`src/rtl/cpu_pkg.sv`:
```
// ---------------------------------------------------------------------------
// cpu_pkg: definitions shared by the accumulator CPU front end.
//   - Instruction field widths (INSTR_W, OPC_W, OPR_W)
//   - Opcode constants OP_HLT (000) .. OP_JMP (111)
//   - fetch_state_t: the fetch FSM state encoding. ST_BRK exists only when
//     IF_BREAKPOINT_EN is defined.
// ---------------------------------------------------------------------------
package cpu_pkg;

    localparam int INSTR_W = 8;
    localparam int OPC_W   = 3;
    localparam int OPR_W   = 5;

    localparam logic [OPC_W-1:0] OP_HLT = 3'b000;
    localparam logic [OPC_W-1:0] OP_SKZ = 3'b001;
    localparam logic [OPC_W-1:0] OP_ADD = 3'b010;
    localparam logic [OPC_W-1:0] OP_AND = 3'b011;
    localparam logic [OPC_W-1:0] OP_XOR = 3'b100;
    localparam logic [OPC_W-1:0] OP_LDA = 3'b101;
    localparam logic [OPC_W-1:0] OP_STO = 3'b110;
    localparam logic [OPC_W-1:0] OP_JMP = 3'b111;

    typedef enum logic [2:0] {
        ST_IDLE,
        ST_LOAD,
        ST_FETCH,
        ST_WAIT,
        ST_EXEC,
        ST_WAIT_EXEC,
        ST_HALT
`ifdef IF_BREAKPOINT_EN
        , ST_BRK
`endif
    } fetch_state_t;

endpackage

```
`src/rtl/instr_fetch_if.sv`:
```
// ---------------------------------------------------------------------------
// instr_fetch_if: loader handshake plus program-memory instruction port.
//   Loader : ld_valid, ld_data (to fetch), ld_ready (from fetch)
//   Memory : mem_addr, mem_wr_en, mem_wr_data, mem_rd_en (from fetch),
//            mem_rd_data (to fetch)
//   master : the fetch unit side
//   slave  : the loader / program memory side
// ---------------------------------------------------------------------------
interface instr_fetch_if #(
    parameter int ADDR_W = 5
);
    logic                        ld_valid;
    logic [cpu_pkg::INSTR_W-1:0] ld_data;
    logic                        ld_ready;
    logic [ADDR_W-1:0]           mem_addr;
    logic                        mem_wr_en;
    logic [cpu_pkg::INSTR_W-1:0] mem_wr_data;
    logic                        mem_rd_en;
    logic [cpu_pkg::INSTR_W-1:0] mem_rd_data;

    modport master (
        input  ld_valid, ld_data, mem_rd_data,
        output ld_ready, mem_addr, mem_wr_en, mem_wr_data, mem_rd_en
    );

    modport slave (
        output ld_valid, ld_data, mem_rd_data,
        input  ld_ready, mem_addr, mem_wr_en, mem_wr_data, mem_rd_en
    );
endinterface

```
`src/rtl/pc_next.sv`:
```
// ---------------------------------------------------------------------------
// pc_next: combinational next-PC for the instruction in EXEC.
//   pc       in  ADDR_W  current PC
//   opcode   in  3       IR opcode field
//   operand  in  5       IR operand field (JMP target)
//   acc_zero in  1       accumulator is zero (SKZ condition)
//   next_pc  out ADDR_W  PC for the following fetch (wraps modulo 2^ADDR_W)
// ---------------------------------------------------------------------------
module pc_next
    import cpu_pkg::*;
#(
    parameter int ADDR_W = 5
) (
    input  logic [ADDR_W-1:0] pc,
    input  logic [OPC_W-1:0]  opcode,
    input  logic [OPR_W-1:0]  operand,
    input  logic              acc_zero,
    output logic [ADDR_W-1:0] next_pc
);

    // JMP target: operand zero-extended or truncated to the PC width.
    logic [ADDR_W-1:0] jmp_target;

    genvar gi;
    generate
        for (gi = 0; gi < ADDR_W; gi++) begin : g_jmp
            if (gi < OPR_W) begin : g_bit
                assign jmp_target[gi] = operand[gi];
            end else begin : g_zero
                assign jmp_target[gi] = 1'b0;
            end
        end
    endgenerate

    always_comb begin
        next_pc = pc + ADDR_W'(1);
        case (opcode)
            OP_JMP:  next_pc = jmp_target;
            OP_SKZ:  next_pc = acc_zero ? (pc + ADDR_W'(2)) : (pc + ADDR_W'(1));
            OP_HLT:  next_pc = pc;
            default: next_pc = pc + ADDR_W'(1);
        endcase
    end

endmodule

```
`src/rtl/instr_fetch.sv`:
```
// ---------------------------------------------------------------------------
// instr_fetch: front end of the 8-bit accumulator CPU. Owns PC, IR and the
// program-memory instruction port; loads programs in load mode and fetches /
// resolves HLT, SKZ and JMP in run mode.
//   clock, reset   clock and asynchronous active-high reset
//   load_in        1 = program load mode, 0 = run
//   bus (master)   loader handshake + program memory port
//   acc_zero       accumulator == 0, used by SKZ in EXEC
//   opcode/operand IR fields (opcode is 000 outside EXEC/WAIT_EXEC)
//   instr_valid    one-cycle pulse in EXEC
//   halted         high in HALT
//   pc             current program counter
// Optional (macro IF_BREAKPOINT_EN): bp_addr, bp_en, bp_resume in; bp_hit out.
// ---------------------------------------------------------------------------
module instr_fetch
    import cpu_pkg::*;
#(
    parameter int ADDR_W  = 5,
    parameter int MEM_LAT = 1
) (
    input  logic              clock,
    input  logic              reset,
    input  logic              load_in,
    instr_fetch_if.master     bus,
    input  logic              acc_zero,
    output logic [OPC_W-1:0]  opcode,
    output logic [OPR_W-1:0]  operand,
    output logic              instr_valid,
    output logic              halted,
    output logic [ADDR_W-1:0] pc
`ifdef IF_BREAKPOINT_EN
    ,
    input  logic [ADDR_W-1:0] bp_addr,
    input  logic              bp_en,
    input  logic              bp_resume,
    output logic              bp_hit
`endif
);

    localparam logic [1:0] WAIT_LAST = 2'(MEM_LAT - 1);

    fetch_state_t         state_reg, state_next;
    logic [ADDR_W-1:0]    pc_reg, pc_next_val;
    logic [ADDR_W-1:0]    load_addr_reg, load_addr_next;
    logic [INSTR_W-1:0]   ir_reg, ir_next;
    logic [1:0]           wait_cnt_reg, wait_cnt_next;
    logic [ADDR_W-1:0]    exec_pc;
`ifdef IF_BREAKPOINT_EN
    logic                 bp_skip_reg, bp_skip_next;
`endif

    pc_next #(.ADDR_W(ADDR_W)) u_pc_next (
        .pc       (pc_reg),
        .opcode   (ir_reg[INSTR_W-1 -: OPC_W]),
        .operand  (ir_reg[OPR_W-1:0]),
        .acc_zero (acc_zero),
        .next_pc  (exec_pc)
    );

    always_ff @(posedge clock or posedge reset) begin
        if (reset) begin
            state_reg     <= ST_IDLE;
            pc_reg        <= '0;
            load_addr_reg <= '0;
            ir_reg        <= '0;
            wait_cnt_reg  <= '0;
`ifdef IF_BREAKPOINT_EN
            bp_skip_reg   <= 1'b0;
`endif
        end else begin
            state_reg     <= state_next;
            pc_reg        <= pc_next_val;
            load_addr_reg <= load_addr_next;
            ir_reg        <= ir_next;
            wait_cnt_reg  <= wait_cnt_next;
`ifdef IF_BREAKPOINT_EN
            bp_skip_reg   <= bp_skip_next;
`endif
        end
    end

    always_comb begin
        state_next      = state_reg;
        pc_next_val     = pc_reg;
        load_addr_next  = load_addr_reg;
        ir_next         = ir_reg;
        wait_cnt_next   = wait_cnt_reg;
        bus.ld_ready    = 1'b0;
        bus.mem_addr    = pc_reg;
        bus.mem_wr_en   = 1'b0;
        bus.mem_wr_data = '0;
        bus.mem_rd_en   = 1'b0;
        opcode          = '0;
        instr_valid     = 1'b0;
        halted          = 1'b0;
`ifdef IF_BREAKPOINT_EN
        bp_skip_next    = bp_skip_reg;
        bp_hit          = 1'b0;
`endif

        case (state_reg)
            ST_IDLE: state_next = load_in ? ST_LOAD : ST_FETCH;

            ST_LOAD: begin
                // ld_ready follows load_in so a byte offered on the exit
                // cycle is never written.
                if (load_in) begin
                    bus.ld_ready = 1'b1;
                    bus.mem_addr = load_addr_reg;
                    if (bus.ld_valid) begin
                        bus.mem_wr_en   = 1'b1;
                        bus.mem_wr_data = bus.ld_data;
                        load_addr_next  = load_addr_reg + ADDR_W'(1);
                    end
                end else begin
                    pc_next_val    = '0;
                    load_addr_next = '0;
                    state_next     = ST_FETCH;
                end
            end

            ST_FETCH: begin
`ifdef IF_BREAKPOINT_EN
                if (bp_en && (pc_reg == bp_addr) && !bp_skip_reg) begin
                    state_next = ST_BRK;
                end else begin
                    bus.mem_rd_en = 1'b1;
                    bp_skip_next  = 1'b0;
                    wait_cnt_next = '0;
                    state_next    = ST_WAIT;
                end
`else
                bus.mem_rd_en = 1'b1;
                wait_cnt_next = '0;
                state_next    = ST_WAIT;
`endif
            end

            ST_WAIT: begin
                if (wait_cnt_reg == WAIT_LAST) begin
                    ir_next    = bus.mem_rd_data;
                    state_next = ST_EXEC;
                end else begin
                    wait_cnt_next = wait_cnt_reg + 2'd1;
                end
            end

            ST_EXEC: begin
                instr_valid = 1'b1;
                opcode      = ir_reg[INSTR_W-1 -: OPC_W];
                pc_next_val = exec_pc;
                state_next  = (ir_reg[INSTR_W-1 -: OPC_W] == OP_HLT) ? ST_HALT
                                                                     : ST_WAIT_EXEC;
            end

            ST_WAIT_EXEC: begin
                opcode     = ir_reg[INSTR_W-1 -: OPC_W];
                state_next = ST_FETCH;
            end

            ST_HALT: halted = 1'b1;

`ifdef IF_BREAKPOINT_EN
            ST_BRK: begin
                bp_hit = 1'b1;
                if (bp_resume) begin
                    bp_skip_next = 1'b1;
                    state_next   = ST_FETCH;
                end
            end
`endif

            default: state_next = ST_IDLE;
        endcase

        // Load request wins over any run state: drop the in-flight fetch,
        // keep PC/IR as they were and restart loading at address 0.
        if (load_in && (state_reg != ST_LOAD)) begin
            state_next     = ST_LOAD;
            load_addr_next = '0;
            pc_next_val    = pc_reg;
            ir_next        = ir_reg;
            instr_valid    = 1'b0;
            opcode         = '0;
            bus.mem_rd_en  = 1'b0;
        end
    end

    assign operand = ir_reg[OPR_W-1:0];
    assign pc      = pc_reg;

endmodule

```
`src/flat_wrapper.sv`:
```
// flat-port wrapper written by rule: the top's interface ports become plain ports
module instr_fetch_flat import cpu_pkg::*;
#(
    parameter int ADDR_W  = 5,
    parameter int MEM_LAT = 1
)
  (clock, reset, load_in, acc_zero, opcode, operand, instr_valid, halted, pc, bus_ld_valid, bus_ld_data, bus_mem_rd_data, bus_ld_ready, bus_mem_addr, bus_mem_wr_en, bus_mem_wr_data, bus_mem_rd_en);
  instr_fetch_if #(.ADDR_W(ADDR_W)) bus_i ();
  input  logic clock;
  input  logic reset;
  input  logic load_in;
  input  logic acc_zero;
  output logic [OPC_W-1:0] opcode;
  output logic [OPR_W-1:0] operand;
  output logic instr_valid;
  output logic halted;
  output logic [ADDR_W-1:0] pc;
  input wire logic [$bits(bus_i.ld_valid)-1:0] bus_ld_valid;
  input wire logic [$bits(bus_i.ld_data)-1:0] bus_ld_data;
  input wire logic [$bits(bus_i.mem_rd_data)-1:0] bus_mem_rd_data;
  output wire logic [$bits(bus_i.ld_ready)-1:0] bus_ld_ready;
  output wire logic [$bits(bus_i.mem_addr)-1:0] bus_mem_addr;
  output wire logic [$bits(bus_i.mem_wr_en)-1:0] bus_mem_wr_en;
  output wire logic [$bits(bus_i.mem_wr_data)-1:0] bus_mem_wr_data;
  output wire logic [$bits(bus_i.mem_rd_en)-1:0] bus_mem_rd_en;
  assign bus_i.ld_valid = bus_ld_valid;
  assign bus_i.ld_data = bus_ld_data;
  assign bus_i.mem_rd_data = bus_mem_rd_data;
  assign bus_ld_ready = bus_i.ld_ready;
  assign bus_mem_addr = bus_i.mem_addr;
  assign bus_mem_wr_en = bus_i.mem_wr_en;
  assign bus_mem_wr_data = bus_i.mem_wr_data;
  assign bus_mem_rd_en = bus_i.mem_rd_en;
  instr_fetch #(.ADDR_W(ADDR_W), .MEM_LAT(MEM_LAT)) u_core (.clock(clock), .reset(reset), .load_in(load_in), .bus(bus_i), .acc_zero(acc_zero), .opcode(opcode), .operand(operand), .instr_valid(instr_valid), .halted(halted), .pc(pc));
endmodule
```
`config.mk`:
```
export PLATFORM = sky130hd
export DESIGN_NAME = instr_fetch_flat
export DESIGN_NICKNAME = d
export VERILOG_FILES = /design/src/rtl/cpu_pkg.sv /design/src/rtl/instr_fetch_if.sv /design/src/rtl/pc_next.sv /design/src/rtl/instr_fetch.sv /design/src/flat_wrapper.sv
export SDC_FILE = /design/constraint.sdc
export NUM_CORES = 1
export LEC_CHECK = 0
export CAP_MARGIN = 25
export CORE_MARGIN = 2
export CORE_UTILIZATION = 40
export DETAILED_ROUTE_END_ITERATION = 10
export PLACE_DENSITY = 0.71
export SYNTH_ARGS = -nofsm -noshare
export SYNTH_HDL_FRONTEND = slang
export SYNTH_SLANG_ARGS = --single-unit
export TNS_END_PERCENT = 10
```
`constraint.sdc`:
```
create_clock -name clock -period 3.9 [get_ports clock]
set_clock_uncertainty 0.1 [all_clocks]
set_input_delay 1.17 -clock clock [delete_from_list [all_inputs] [get_ports clock]]
set_output_delay 1.17 -clock clock [all_outputs]
set_load 0.03 [all_outputs]
```
==> impl_results.md <==
- Maximum root-to-sink buffer count: 2
- CTS clk-pin slew, worst paths: 80 ps
- Crit. End Element: output port
- Fmax: between 200 and 300 MHz
- Max-Cap Viols: 0
- Worst path slowest cell: clkdlybuf4s50_1
- # diodes: 0
- Post-synthesis sequential area ratio: 0.365
- Hold Vio Cnt, Final: 0
- I/O pin cnt: 52
- Placed cell area: slightly above 2000 um^2
- WL per Instance: 13.1 um
- Crit path max fanout: 10
- Worst-Margin Slew: slightly below 900 ps
- ANT nets after route: 0
- CTS Sinks: 23
- Synthesized area per cell: between 8 and 9 um^2
- Crit-path cells: clkdlybuf4s50_1 > and3_2 > and2_1 > buf_4
- Status: complete, no violations
- Post-Route WL: 3600 um
- Synth Register Bits: 23
- Req. time, crit path: approximately 2600 ps
- Number of remaining DRC errors: 0
- Net switching power: 272 uW
- # hold bufs at CTS: 0
- First-pass GRT wire length: just under 6000 um
- Final Cell Area: between 2000 and 2500 um^2
- Final core occ: 0.564
- Vias in the first global route: 1287
- Via Count: 1404
- Worst EP arrival: 2490 ps
- Final GP Congestion: 0.803
- TritonCTS clock tree: done
- Number of H-tree levels: 1
- Top_reg_cell synth: dfrtp_1
- Overall Global Routing Usage: 0.176
- Die Y: 66.8 um
- Crit path launch: load_in
- Power share of the clock group: 0.211
- Die Area: 4460 um^2
- Post-synth EDFFs: 0
- R2r startpoint: u_core.pc[2]
- Ys Warns: 0
- Crit path time final: 3760 ps
- CTS buffer count: 3
- Worst reg-to-reg path cell count: 6
- Sw frac: 0.373
- Core box area: 3720 um^2
- Starting Density: 0.425
- Final #Nets: 252
- Cell variety after synth: 48
- CP Launch Type: primary input
- Cell Rows: 22
- Final slew viol count: 0
- Net Count, Synth: 205
- Hold EP: u_core.wait_cnt_reg[0]
- Seq pwr share: 0.449
- Die Span X: 66.8 um
- Pwr/cell area: 348 nW/um^2
- Combinational power share: 0.340
- Cells resized by post-CTS repair: 0
- Post-CTS Setup Repair Bufs: 0
- Flop2flop setup slack: 1910 ps
- Max reg flops: 8
- CP max stage delay: roughly 670 ps
- Static Leak: 0.000931 uW
- Clk Latency, worst-skew pair: 270 ps
- Final setup fails: 0
- Setup tns final: 0 ps
- Cell count after synthesis: 180
- Synth Cell Area: 1580 um^2
- Unrepaired setup endpoints after global routing: no
- Ratio of cells with drive above 1 in the final layout: 0.164
- Area grow syn2layout: 32.8%
- Hold Path Origin: u_core.wait_cnt_reg[0]
- Initial drt markers: between 90 and 100
- Slew HR: 0.413
- Drt pass-1 iters: 4
- Hold Crit Class: reg2reg
- Fillcell total: ~370
- VDD IR max: 0.000191 V
- Pin count of the biggest net entering global routing: 24
- Ys async rst share: 1.00
- Most frequent cells in the layout: 31 x clkdlybuf4s50_1, 23 x buf_4, 23 x dfrtp_1
- Crit Path Class: in2out
- Internal power: 457 uW
- Gr ovfl total: 0
- Tcrit/Tclk final: 0.964
- R2r endpoint: u_core.pc[3]
- Initial antenna violation count: 0
- Port Buffers: 51
- Commonest non-fill, non-tap cell in the layout: clkdlybuf4s50_1
- Root buf cell: clkbuf_8
- Vias/cell: 5.12
- Hpwl dp: between 2000 and 3000 um
- Hold depth: 1
## critical path, delay by kind of cell
kind	cells	cell delay, ps
buffers and inverters	2	820
and+or+nand+nor	2	490
## through the flow
| stage | worst slack [ps] | hold slack, ps | power (uW) | cells |
|---|---|---|---|---|
| detailed placement | 14.7 | 400 | 579 | 270 |
| floorplan | 540 | 373 | 509 | 180 |
| finish | 141 | 414 | 729 | 274 |
| CTS | 15.3 | 423 | 733 | 274 |
| global placement | 88.2 | 391 | 577 | 270 |
| global route | 36.1 | 454 | 770 | 274 |
## metal layers
layer / GRT usage / vias to the layer above / wire length [um]
met5: 0 / - / 0
met4: 0.0765 / 0 / 66
met3: 0.0169 / 5 / 161
met2: 0.276 / 33 / 1630
met1: 0.245 / 638 / 1740
li1: - / 728 / -
## power by group through the flow
stage	clock (uW)	combinational, uW	sequential [uW]
after detailed placement	0	248	331
after floorplan	0	208	301
after global routing	166	270	335
after CTS	157	249	327
final	154	248	328
after global placement	0	246	331
## worst max-delay path by stage
stage | endpoint | slack, ps
final | bus_mem_wr_data[6] | 140
after floorplan | bus_mem_wr_data[0] | 540
after detailed placement | bus_mem_addr[2] | 10
after CTS | bus_mem_addr[2] | 20
after global placement | bus_mem_addr[0] | 90
after global routing | bus_mem_addr[0] | 40
## area by class of cell
type / instances / area, um^2 / area share
multi-input combinational: 137 / 901 / 0.430
sequential: 23 / 576 / 0.275
timing repair buffer: 54 / 483 / 0.231
tap: 48 / 60.1 / 0.0287
clock buffer: 4 / 45.0 / 0.0215
inverter: 8 / 30.0 / 0.0143
## synth_stat cells (2+ instances only)
cell	count	area (um^2)
o21bai_1	2	15.0
xor2_1	3	26.3
a21oi_1	7	35.0
buf_4	5	37.5
inv_1	7	26.3
or3_1	2	12.5
nor2_1	8	30.0
mux2_2	2	22.5
nand2_1	23	86.3
a22o_1	5	43.8
mux2_1	7	78.8
nand3_1	8	40.0
and2_1	11	68.8
nor3_1	5	25.0
dfrtp_1	23	576
nor3b_1	3	22.5
buf_2	3	15.0
clkbuf_1	3	11.3
nand2b_1	4	25.0
nand4_1	2	12.5
o21ai_0	5	25.0
ha_1	4	50.1
o21a_1	2	15.0
o21ai_1	12	60.1
## cells by family after synthesis
group | count (synthesis) | share of synthesized area
multiplexers | 9 | 0.0642
buffers and inverters | 20 | 0.0666
adder cells (fa/ha/maj) | 4 | 0.0317
flip-flops | 23 | 0.365
XOR/XNOR | 3 | 0.0167
AO/OA/AOI/OAI | 42 | 0.171
AND/OR/NAND/NOR | 79 | 0.285
No activity file was read; power rests on OpenSTA's default activity.
